File: src/rtl/frog_game_pkg.sv
// ============================================================================
//  Module      : frog_game_pkg
//  Description : Shared object codes, collision verdicts and arbiter FSM
//                states for the frog game video pipeline.
//  Revision    : 1.0  initial release
// ============================================================================
`default_nettype none

package frog_game_pkg;

  // Object codes shared by the arbiter, colour mux and game controller
  localparam logic [2:0] BACKGROUND = 3'd0;
  localparam logic [2:0] WATERFALL  = 3'd1;
  localparam logic [2:0] LOG        = 3'd2;
  localparam logic [2:0] FROG       = 3'd3;
  localparam logic [2:0] ENDBANK    = 3'd4;
  localparam logic [2:0] FRENCH     = 3'd5;
  localparam logic [2:0] GATEA      = 3'd6;
  localparam logic [2:0] GATEB      = 3'd7;

  // Per-frame collision verdict reported to the game controller
  typedef enum logic [2:0] {
    NONE  = 3'd0,
    RIDE  = 3'd1,
    DROWN = 3'd2,
    WIN   = 3'd3,
    HIT   = 3'd4
  } verdict_t;

  // Frame accumulation state machine
  typedef enum logic [1:0] {
    IDLE   = 2'd0,
    ACCUM  = 2'd1,
    REPORT = 2'd2
  } fsm_state_t;

endpackage

`default_nettype wire

File: src/rtl/layer_priority_enc.sv
// ============================================================================
//  Module      : layer_priority_enc
//  Description : Fixed-priority encoder turning the per-object request mask
//                into the code of the topmost visible layer.
//  Revision    : 1.0  initial release
// ============================================================================
`default_nettype none

module layer_priority_enc
  import frog_game_pkg::*;
(
  input  logic [7:0] req,
  output logic [2:0] code
);

  // Background never competes; it is simply the fall-through result
  logic w_unused_bg;
  assign w_unused_bg = req[BACKGROUND];

  // Topmost layer wins: frog sits above the gates, which sit above scenery
  always_comb begin
    code = BACKGROUND;
    if      (req[FROG])      code = FROG;
    else if (req[GATEA])     code = GATEA;
    else if (req[GATEB])     code = GATEB;
    else if (req[FRENCH])    code = FRENCH;
    else if (req[LOG])       code = LOG;
    else if (req[ENDBANK])   code = ENDBANK;
    else if (req[WATERFALL]) code = WATERFALL;
  end

endmodule

`default_nettype wire

File: src/rtl/object_layer_arbiter.sv
// ============================================================================
//  Module      : object_layer_arbiter
//  Description : Selects the winning draw layer per pixel and accumulates
//                frog overlap counts across a frame, publishing one
//                collision verdict per frame over a valid/ack handshake.
//  Revision    : 1.0  initial release
// ============================================================================
`default_nettype none

module object_layer_arbiter
  import frog_game_pkg::*;
#(
  parameter int CNT_W        = 16,
  parameter int RIDE_THRESH  = 16,
  parameter int DROWN_THRESH = 8,
  parameter int WIN_THRESH   = 32,
  parameter int HIT_THRESH   = 1
)(
  input  logic       CLK,
  input  logic       RESETn,
  input  logic       start_of_frame,
  input  logic       pixel_valid,
  input  logic [7:0] draw_req,
  output logic [7:0] object_to_draw,
  output logic [2:0] verdict,
  output logic       verdict_valid,
  input  logic       verdict_ack,
  output logic       overrun
);

  // Next value of a saturating overlap counter, optionally restarting from 0
  function automatic logic [CNT_W-1:0] cnt_next(input logic [CNT_W-1:0] cnt,
                                                input logic             clr,
                                                input logic             inc);
    logic [CNT_W-1:0] base;
    base = clr ? '0 : cnt;
    if (inc && (base != {CNT_W{1'b1}}))
      cnt_next = base + CNT_W'(1);
    else
      cnt_next = base;
  endfunction

  logic [2:0]       w_code;
  logic [7:0]       r_obj;
  fsm_state_t       r_state;
  fsm_state_t       w_state_nxt;
  logic             w_close;
  logic             w_publish;
  logic             w_restart;
  logic             w_count_en;
  logic [CNT_W-1:0] r_ride_cnt;
  logic [CNT_W-1:0] r_drown_cnt;
  logic [CNT_W-1:0] r_win_cnt;
  logic [CNT_W-1:0] r_hit_cnt;
  verdict_t         w_frame_verdict;
  verdict_t         r_pend_verdict;
  verdict_t         r_verdict;
  logic             r_valid;
  logic             r_overrun;

  layer_priority_enc u_enc (
    .req  (draw_req),
    .code (w_code)
  );

  // Registered layer code; blank pixels always show background
  always_ff @(posedge CLK or negedge RESETn) begin
    if (!RESETn)
      r_obj <= 8'd0;
    else if (pixel_valid)
      r_obj <= {5'd0, w_code};
    else
      r_obj <= {5'd0, BACKGROUND};
  end

  // FSM state register
  always_ff @(posedge CLK or negedge RESETn) begin
    if (!RESETn)
      r_state <= IDLE;
    else
      r_state <= w_state_nxt;
  end

  // Next state: every start_of_frame after arming closes a frame and
  // schedules a one-cycle REPORT; back-to-back pulses keep re-entering it
  always_comb begin
    w_state_nxt = r_state;
    w_close     = 1'b0;
    w_publish   = 1'b0;
    case (r_state)
      IDLE: begin
        if (start_of_frame) w_state_nxt = ACCUM;
      end
      ACCUM: begin
        if (start_of_frame) begin
          w_close     = 1'b1;
          w_state_nxt = REPORT;
        end
      end
      REPORT: begin
        w_publish = 1'b1;
        if (start_of_frame) begin
          w_close     = 1'b1;
          w_state_nxt = REPORT;
        end else begin
          w_state_nxt = ACCUM;
        end
      end
      default: w_state_nxt = IDLE;
    endcase
  end

  // The frame-start pixel belongs to the new frame, so counters restart and
  // include it in the same cycle; REPORT cycles keep counting so none is lost
  assign w_restart  = start_of_frame | (r_state == IDLE);
  assign w_count_en = pixel_valid & draw_req[FROG] &
                      ((r_state != IDLE) | start_of_frame);

  // Saturating overlap counters
  always_ff @(posedge CLK or negedge RESETn) begin
    if (!RESETn) begin
      r_ride_cnt  <= '0;
      r_drown_cnt <= '0;
      r_win_cnt   <= '0;
      r_hit_cnt   <= '0;
    end else begin
      r_ride_cnt  <= cnt_next(r_ride_cnt,  w_restart, w_count_en & draw_req[LOG]);
      r_drown_cnt <= cnt_next(r_drown_cnt, w_restart,
                              w_count_en & draw_req[WATERFALL] & ~draw_req[LOG]);
      r_win_cnt   <= cnt_next(r_win_cnt,   w_restart, w_count_en & draw_req[ENDBANK]);
      r_hit_cnt   <= cnt_next(r_hit_cnt,   w_restart,
                              w_count_en & (draw_req[FRENCH] | draw_req[GATEA] |
                                            draw_req[GATEB]));
    end
  end

  // Verdict of the frame being closed, from the counts before this pixel
  always_comb begin
    w_frame_verdict = NONE;
    if (r_win_cnt >= CNT_W'(WIN_THRESH))
      w_frame_verdict = WIN;
    else if (r_hit_cnt >= CNT_W'(HIT_THRESH))
      w_frame_verdict = HIT;
    else if (r_drown_cnt >= CNT_W'(DROWN_THRESH))
      w_frame_verdict = DROWN;
    else if (r_ride_cnt >= CNT_W'(RIDE_THRESH))
      w_frame_verdict = RIDE;
  end

  // Hold the closed frame's verdict for the following REPORT cycle
  always_ff @(posedge CLK or negedge RESETn) begin
    if (!RESETn)
      r_pend_verdict <= NONE;
    else if (w_close)
      r_pend_verdict <= w_frame_verdict;
  end

  // Publish/ack handshake; a publish always wins over a same-cycle ack
  always_ff @(posedge CLK or negedge RESETn) begin
    if (!RESETn) begin
      r_verdict <= NONE;
      r_valid   <= 1'b0;
      r_overrun <= 1'b0;
    end else if (w_publish) begin
      r_verdict <= r_pend_verdict;
      r_valid   <= 1'b1;
      if (r_valid && !verdict_ack)
        r_overrun <= 1'b1;
    end else if (r_valid && verdict_ack) begin
      r_valid <= 1'b0;
    end
  end

  assign object_to_draw = r_obj;
  assign verdict        = r_verdict;
  assign verdict_valid  = r_valid;
  assign overrun        = r_overrun;

endmodule

`default_nettype wire

File: config.mk
export PLATFORM = sky130hd
export DESIGN_NAME = object_layer_arbiter
export DESIGN_NICKNAME = d
export VERILOG_FILES = /design/src/rtl/frog_game_pkg.sv /design/src/rtl/layer_priority_enc.sv /design/src/rtl/object_layer_arbiter.sv
export SDC_FILE = /design/constraint.sdc
export NUM_CORES = 1
export LEC_CHECK = 0
export BUFFER_PORTS_ARGS = -buffer_cell sky130_fd_sc_hd__buf_4
export CAP_MARGIN = 20
export CORE_MARGIN = 2
export CORE_UTILIZATION = 47
export DETAILED_ROUTE_END_ITERATION = 10
export PLACE_DENSITY = 0.65
export SETUP_SLACK_MARGIN = 0.5
export SYNTH_ARGS = -nofsm -noshare
export SYNTH_HDL_FRONTEND = slang
export SYNTH_SLANG_ARGS = --single-unit
File: constraint.sdc
create_clock -name CLK -period 7.1 [get_ports CLK]
set_input_delay 0 -clock CLK [delete_from_list [all_inputs] [get_ports CLK]]
set_output_delay 0 -clock CLK [all_outputs]
set_load 0.005 [all_outputs]
* After elaboration in Yosys (flattened, before gate mapping)
Cells that the tools add are included.
** Storage, ports and cells
- Register bits after elaboration :: 77
- Input port bits :: 13
- Output and inout bits :: 13
- Logic and storage cells :: 80
** Operators by class
- Add/subtract/negate cells :: 4
- Order comparisons :: 4
- Eq/ne operators :: 8
- Muxes and demuxes :: 29
- Bitwise operators :: 12
- Reduce and logical (&&, ||, !) cells :: 13
** Operator list (number)
- 2-to-1 mux 16 bit :: 8
- adder 16 x 1 -> 16 bit, second input constant :: 4
- != test 16 bit, second input constant :: 4
- 2-to-1 mux 3 bit :: 9
- greater-or-equal comparator 16 x 1 -> 1 bit, second input constant :: 1
- greater-or-equal comparator 16 x 4 -> 1 bit, second input constant :: 1
- greater-or-equal comparator 16 x 5 -> 1 bit, second input constant :: 1
- greater-or-equal comparator 16 x 6 -> 1 bit, second input constant :: 1
- 2-to-1 mux 2 bit :: 4
- AND 1 bit :: 7
- 2-to-1 mux 1 bit :: 7
- logical AND 1 bit :: 6
- one-hot mux 2 bit (3 select lines) :: 1
- != test 2 bit, second input constant :: 2
- bitwise OR 1 bit :: 4
- AND reduction 2 bit :: 2
- nonzero test 2 bit :: 2
- == test 2 x 1 -> 1 bit, second input constant :: 1
- == test 2 bit, second input constant :: 1
- zero test 2 bit :: 1
- OR reduction 2 bit :: 1
- zero test 1 bit :: 1
- inverter 1 bit :: 1

* Logic depth before layout (Yosys ltp)
- Word-level depth :: 8
- Gate-level depth with buffers :: 14

* Modules after synthesis
Synthesis repeated with hierarchy kept, for this count alone.
** Second synthesis, totals
- Cell total of the unflattened synthesis :: 475
- Area total of the unflattened synthesis :: 4395.5 um2
** Modules (own cells, without submodules)
- object_layer_arbiter :: instances 1, cells an instance 465, area an instance 4339.2 um2, seq. area each 1926.8 um2
- layer_priority_enc :: instances 1, cells an instance 10, area an instance 56.3 um2, seq. area each 0.0 um2

* Worst setup path after synthesis
No wires, ideal clock.
- Path kind :: register -> register
- Start :: register r_state[0]
- End :: register r_hit_cnt[10]
- Library setup time :: 78 ps
- Data arrival time :: 2858 ps
- Required time :: 7022 ps
- Path slack :: 4164 ps
- Stages on the path, launching flop included :: 14
- Buffers on the path :: 4
- Clock period less this slack :: 2936 ps
- Path through :: dfrtp_1 -> inv_1 -> ha_1 -> buf_6 -> buf_6 -> nor2_4 -> clkbuf_1 -> clkbuf_1 -> and2_1 -> ha_1 -> nand2_1 -> or3_4 -> or4_1 -> a21oi_1
** Between the ends
- Word-level cells in the longest chain between the ends :: 6
- Elaborated cells on any way between the ends :: 11
- Classes of those cells :: add/sub (1); eq/ne (1); mux (2); bitwise (4); reduce/logical (3)
** Ends and longest elaborated chain
- from (decl) :: RTL line object_layer_arbiter.sv:45 : fsm_state_t r_state;
- from (signal assigned) :: RTL line object_layer_arbiter.sv:81 : r_state <= w_state_nxt;
- parallel branches: the longest is 5 deep, another holds adder 16 x 1 -> 16 bit
- 2-to-1 mux 16 bit (*) :: RTL line object_layer_arbiter.sv:37 : if (inc && (base != {CNT_W{1'b1}}))
- to (signal assigned) :: RTL line object_layer_arbiter.sv:131 : r_hit_cnt <= cnt_next(r_hit_cnt, w_restart,
- to (decl) :: RTL line object_layer_arbiter.sv:54 : logic [CNT_W-1:0] r_hit_cnt;
Mark *: on every way between the ends.
A chain may end at the register's enable or synchronous reset.

* Worst setup path after layout
- Start :: register r_state[0]
- End :: register r_drown_cnt[1]
** Between the ends
- Word-level cells in the longest chain between the ends :: 7
- Elaborated cells on any way between the ends :: 12
- Classes of those cells :: add/sub (1); eq/ne (1); mux (2); bitwise (5); reduce/logical (3)
** Ends and longest elaborated chain
- parallel branches: the longest is 6 deep, another holds adder 16 x 1 -> 16 bit
- 2-to-1 mux 16 bit (*) :: RTL line object_layer_arbiter.sv:37
- to (signal assigned) :: RTL line object_layer_arbiter.sv:128 : r_drown_cnt <= cnt_next(r_drown_cnt, w_restart,
- to (decl) :: RTL line object_layer_arbiter.sv:52 : logic [CNT_W-1:0] r_drown_cnt;
Marked as above.

==> flow_summary.yaml <==
yosys:
  synthArstFlopShare: 1.00
  yosysWarnings: 0
  syn_inst: 469
  synth_edf_count: 0
  avgSynthCellArea_um2: 9.48
  synth_seq_cells: 77
  synth_cell_type_count: 63
  syn-cell-area_um2: 4450
  yosysSeqAreaShare: 0.433
  synth_ff_type: "dfrtp_1"
drt:
  viasPerCell: 5.98
  dr_total_vias: 3619
  firstDrtPassIters: 4
  drc: 0
  dr.first_iter.drc_count: 156
  drt-total-wl_um: 9710
  routedWlPerCell_um: 16.1
  ant_nets: 0
critical_path:
  cp-end-kind: "register"
  startpoint_type: "register"
  cp_max_fo: 26
  reg2reg_slack_ps: 3130
  path_class: "reg -> reg"
  worst_ep_arrival_time_ps: 4210
  critical_path_required_ps: 7340
final_layout:
  syn2layout_area_growth_pct: 9.99
  n_antenna_cell: 0
  drive_gt1_frac: 0.119
  fillers: 846
  fin_nets: 510
clock_network:
  numCtsBuffers: 9
  h-tree-depth: 3
  clock_sinks: 77
  cts_setup_buffers: 0
  clk_path_buf_depth: 2
  clk_latency_ps: 350
  clockRootBuffer: "clkbuf_8"
  clk_pin_slew_ps: 80
  cts_tree: "done"
  ctsResizeCount: 0
power_and_ir_drop:
  power_leakage_nw: 1.99
  vdd_drop_max_v: 0.000103
  finalPower_mw: 1.07
  power_density_nw_per_um2: 218
flow_run:
  maxCapViolCount: 0
die:
  initial_core_util: 0.483
  rows: 35
  die_w_um: 101
  ios: 26
  die_y_um: 101
  coreArea_um2: 9200
  dieArea_um2: 10300
grt:
  first_global_vias: 3638
  antenna_found_initial: 0
  grt_max_degree: 78
  grt_pass1_wl_um: 17100
  grt_usage: 0.207
  overflow: 0
sta:
  period_share: 0.560
  setup_tns_ps: 0
  fin_skew_ps: 12.6
  setup-violations-final: 0
  hold_slack_ps: 50.7
  slew_viol_final: 0
  hold_viol_final: 0
  worst_pin_slew_ps: 971
  relSlewSlack: 0.353
  rsz0062_at_grt: "no"
  post-route-min-period_ps: 3970
  max_clock_freq_mhz: 252
placement:
  dp_hpwl_um: 6600
  place.gp.congestion: 0.872
  portBuffers: 19
outcome:
  outcome: "completed"
worst_hold_path:
  hold_path_class: "in -> reg"
==> cells by family after synthesis <==
| logic type | after synthesis | synth area share |
|---|---|---|
| buf+inv | 34 | 0.0397 |
| xor+xnor | 30 | 0.0591 |
| compound gates | 54 | 0.0836 |
| fa+ha+maj | 8 | 0.0225 |
| other cells | 1 | 0.000844 |
| flops | 77 | 0.433 |
| mux | 18 | 0.0428 |
| simple gates | 247 | 0.318 |
==> report_power, final <==
group          total (mW)  leakage, nW  switching, mW  internal, mW
Sequential          0.489         1.05         0.0197         0.469
Combinational       0.233        0.842          0.145        0.0879
Clock               0.345       0.0995          0.172         0.173
Total                1.07         1.99          0.336         0.730
==> layout make-up <==
| type | instances | area [µm²] | share of cell area |
|---|---|---|---|
| well taps | 111 | 139 | 0.0284 |
| multi-input cells | 362 | 2360 | 0.482 |
| clock buffers | 11 | 141 | 0.0289 |
| clock inverters | 5 | 60.1 | 0.0123 |
| flip-flops and latches | 77 | 1930 | 0.394 |
| inverters | 12 | 45.0 | 0.00921 |
| repair buffers | 27 | 220 | 0.0450 |
==> per-stage QoR <==
step | area, µm² | util | instances | setup WS (ps)
finish | 4890 | 0.532 | 605 | 3130
detailed placement | 4620 | 0.502 | 582 | 3060
floorplan | 4460 | - | 473 | 4160
global placement | 4620 | 0.502 | 582 | 3230
CTS | 4890 | 0.532 | 605 | 3060
global route | 4890 | 0.532 | 605 | 2800
==> cell usage in the layout (no fill, tap or decap), drive strengths merged, types with 3 or more instances in the layout <==
| cell | n |
|---|---|
| nor4b | 4 |
| clkinv | 3 |
| o21a | 3 |
| nor4 | 27 |
| o21ai | 3 |
| dfrtp | 77 |
| a21o | 3 |
| and4b | 3 |
| or2 | 4 |
| and3 | 9 |
| nor2b | 4 |
| nand3b | 3 |
| mux2i | 10 |
| and4 | 6 |
| nand3 | 22 |
| nor3 | 20 |
| dlygate4sd3 | 7 |
| ha | 8 |
| o31ai | 5 |
| nand2 | 52 |
| a211oi | 6 |
| nand4 | 21 |
| conb | 5 |
| or4 | 5 |
| nor2 | 31 |
| xor2 | 8 |
| inv | 12 |
| mux2 | 8 |
| xnor2 | 22 |
| clkbuf | 11 |
| and2 | 13 |
| a21oi | 18 |
| buf | 20 |
| nor3b | 4 |
| or3 | 10 |
==> worst max-delay path, cell delays in order, from the launching register on <==
cell and delay (ps):
dfrtp_1 380, inv_1 110, ha_1 480, nor2_4 640
buf_4 350, and2_1 200, ha_1 170, and4bb_2 280
nand4_1 120, nor2b_1 600, nor2_1 200, mux2_2 320
==> per-layer routing <==
layer | vias to the layer above | track usage | share of wire | routed length (µm)
met4 | 0 | 0.0551 | 0.010 | 101
met2 | 59 | 0.353 | 0.49 | 4720
met3 | 8 | 0.0455 | 0.031 | 300
met5 | - | 0 | 0 | 0
met1 | 1800 | 0.266 | 0.47 | 4590
li1 | 1752 | - | - | -
==> cell usage after synthesis (5+ instances only) <==
cell | n | area (µm²)
xor2_1 | 8 | 70.1
o31ai_1 | 5 | 37.5
or4_1 | 5 | 37.5
nand4_1 | 21 | 131
and3_1 | 9 | 56.3
mux2i_1 | 10 | 100
nor2_1 | 29 | 109
nand2_1 | 52 | 195
nor3_1 | 19 | 95.1
and4_1 | 6 | 52.6
xnor2_1 | 22 | 193
buf_4 | 6 | 45.0
nor4_1 | 27 | 169
a21oi_1 | 18 | 90.1
and2_1 | 13 | 81.3
inv_1 | 12 | 45.0
mux2_2 | 8 | 90.1
or3_1 | 7 | 43.8
clkbuf_1 | 9 | 33.8
dfrtp_1 | 77 | 1930
ha_1 | 8 | 100
a211oi_1 | 6 | 45.0
nand3_1 | 21 | 105
==> worst paths after layout <==
check / start / cells after the start / to
max: r_state[0] / 11 / r_drown_cnt[1]
min: draw_req[2] / 3 / object_to_draw[2]
max reg2reg: r_state[0] / 11 / r_drown_cnt[1]
min reg2reg: overrun / 1 / overrun
max in group asynchronous: RESETn / 2 / object_to_draw[1]
min in group asynchronous: RESETn / 2 / r_drown_cnt[0]
==> state kept, by name (all words and copies together), names as in the netlist <==
register and count:
object_to_draw 3, overrun 1, r_drown_cnt 16, r_hit_cnt 16, r_pend_verdict 3, r_ride_cnt 16, r_state 2, r_win_cnt 16
verdict 3, verdict_valid 1
==> what timing repair did <==
action                                  4_1_cts  5_1_grt
endpoints found under the hold margin        82        0
hold buffers                                  7        0
endpoints found under the setup margin        0        0
Note: power is estimated with default switching activity, not from simulation.
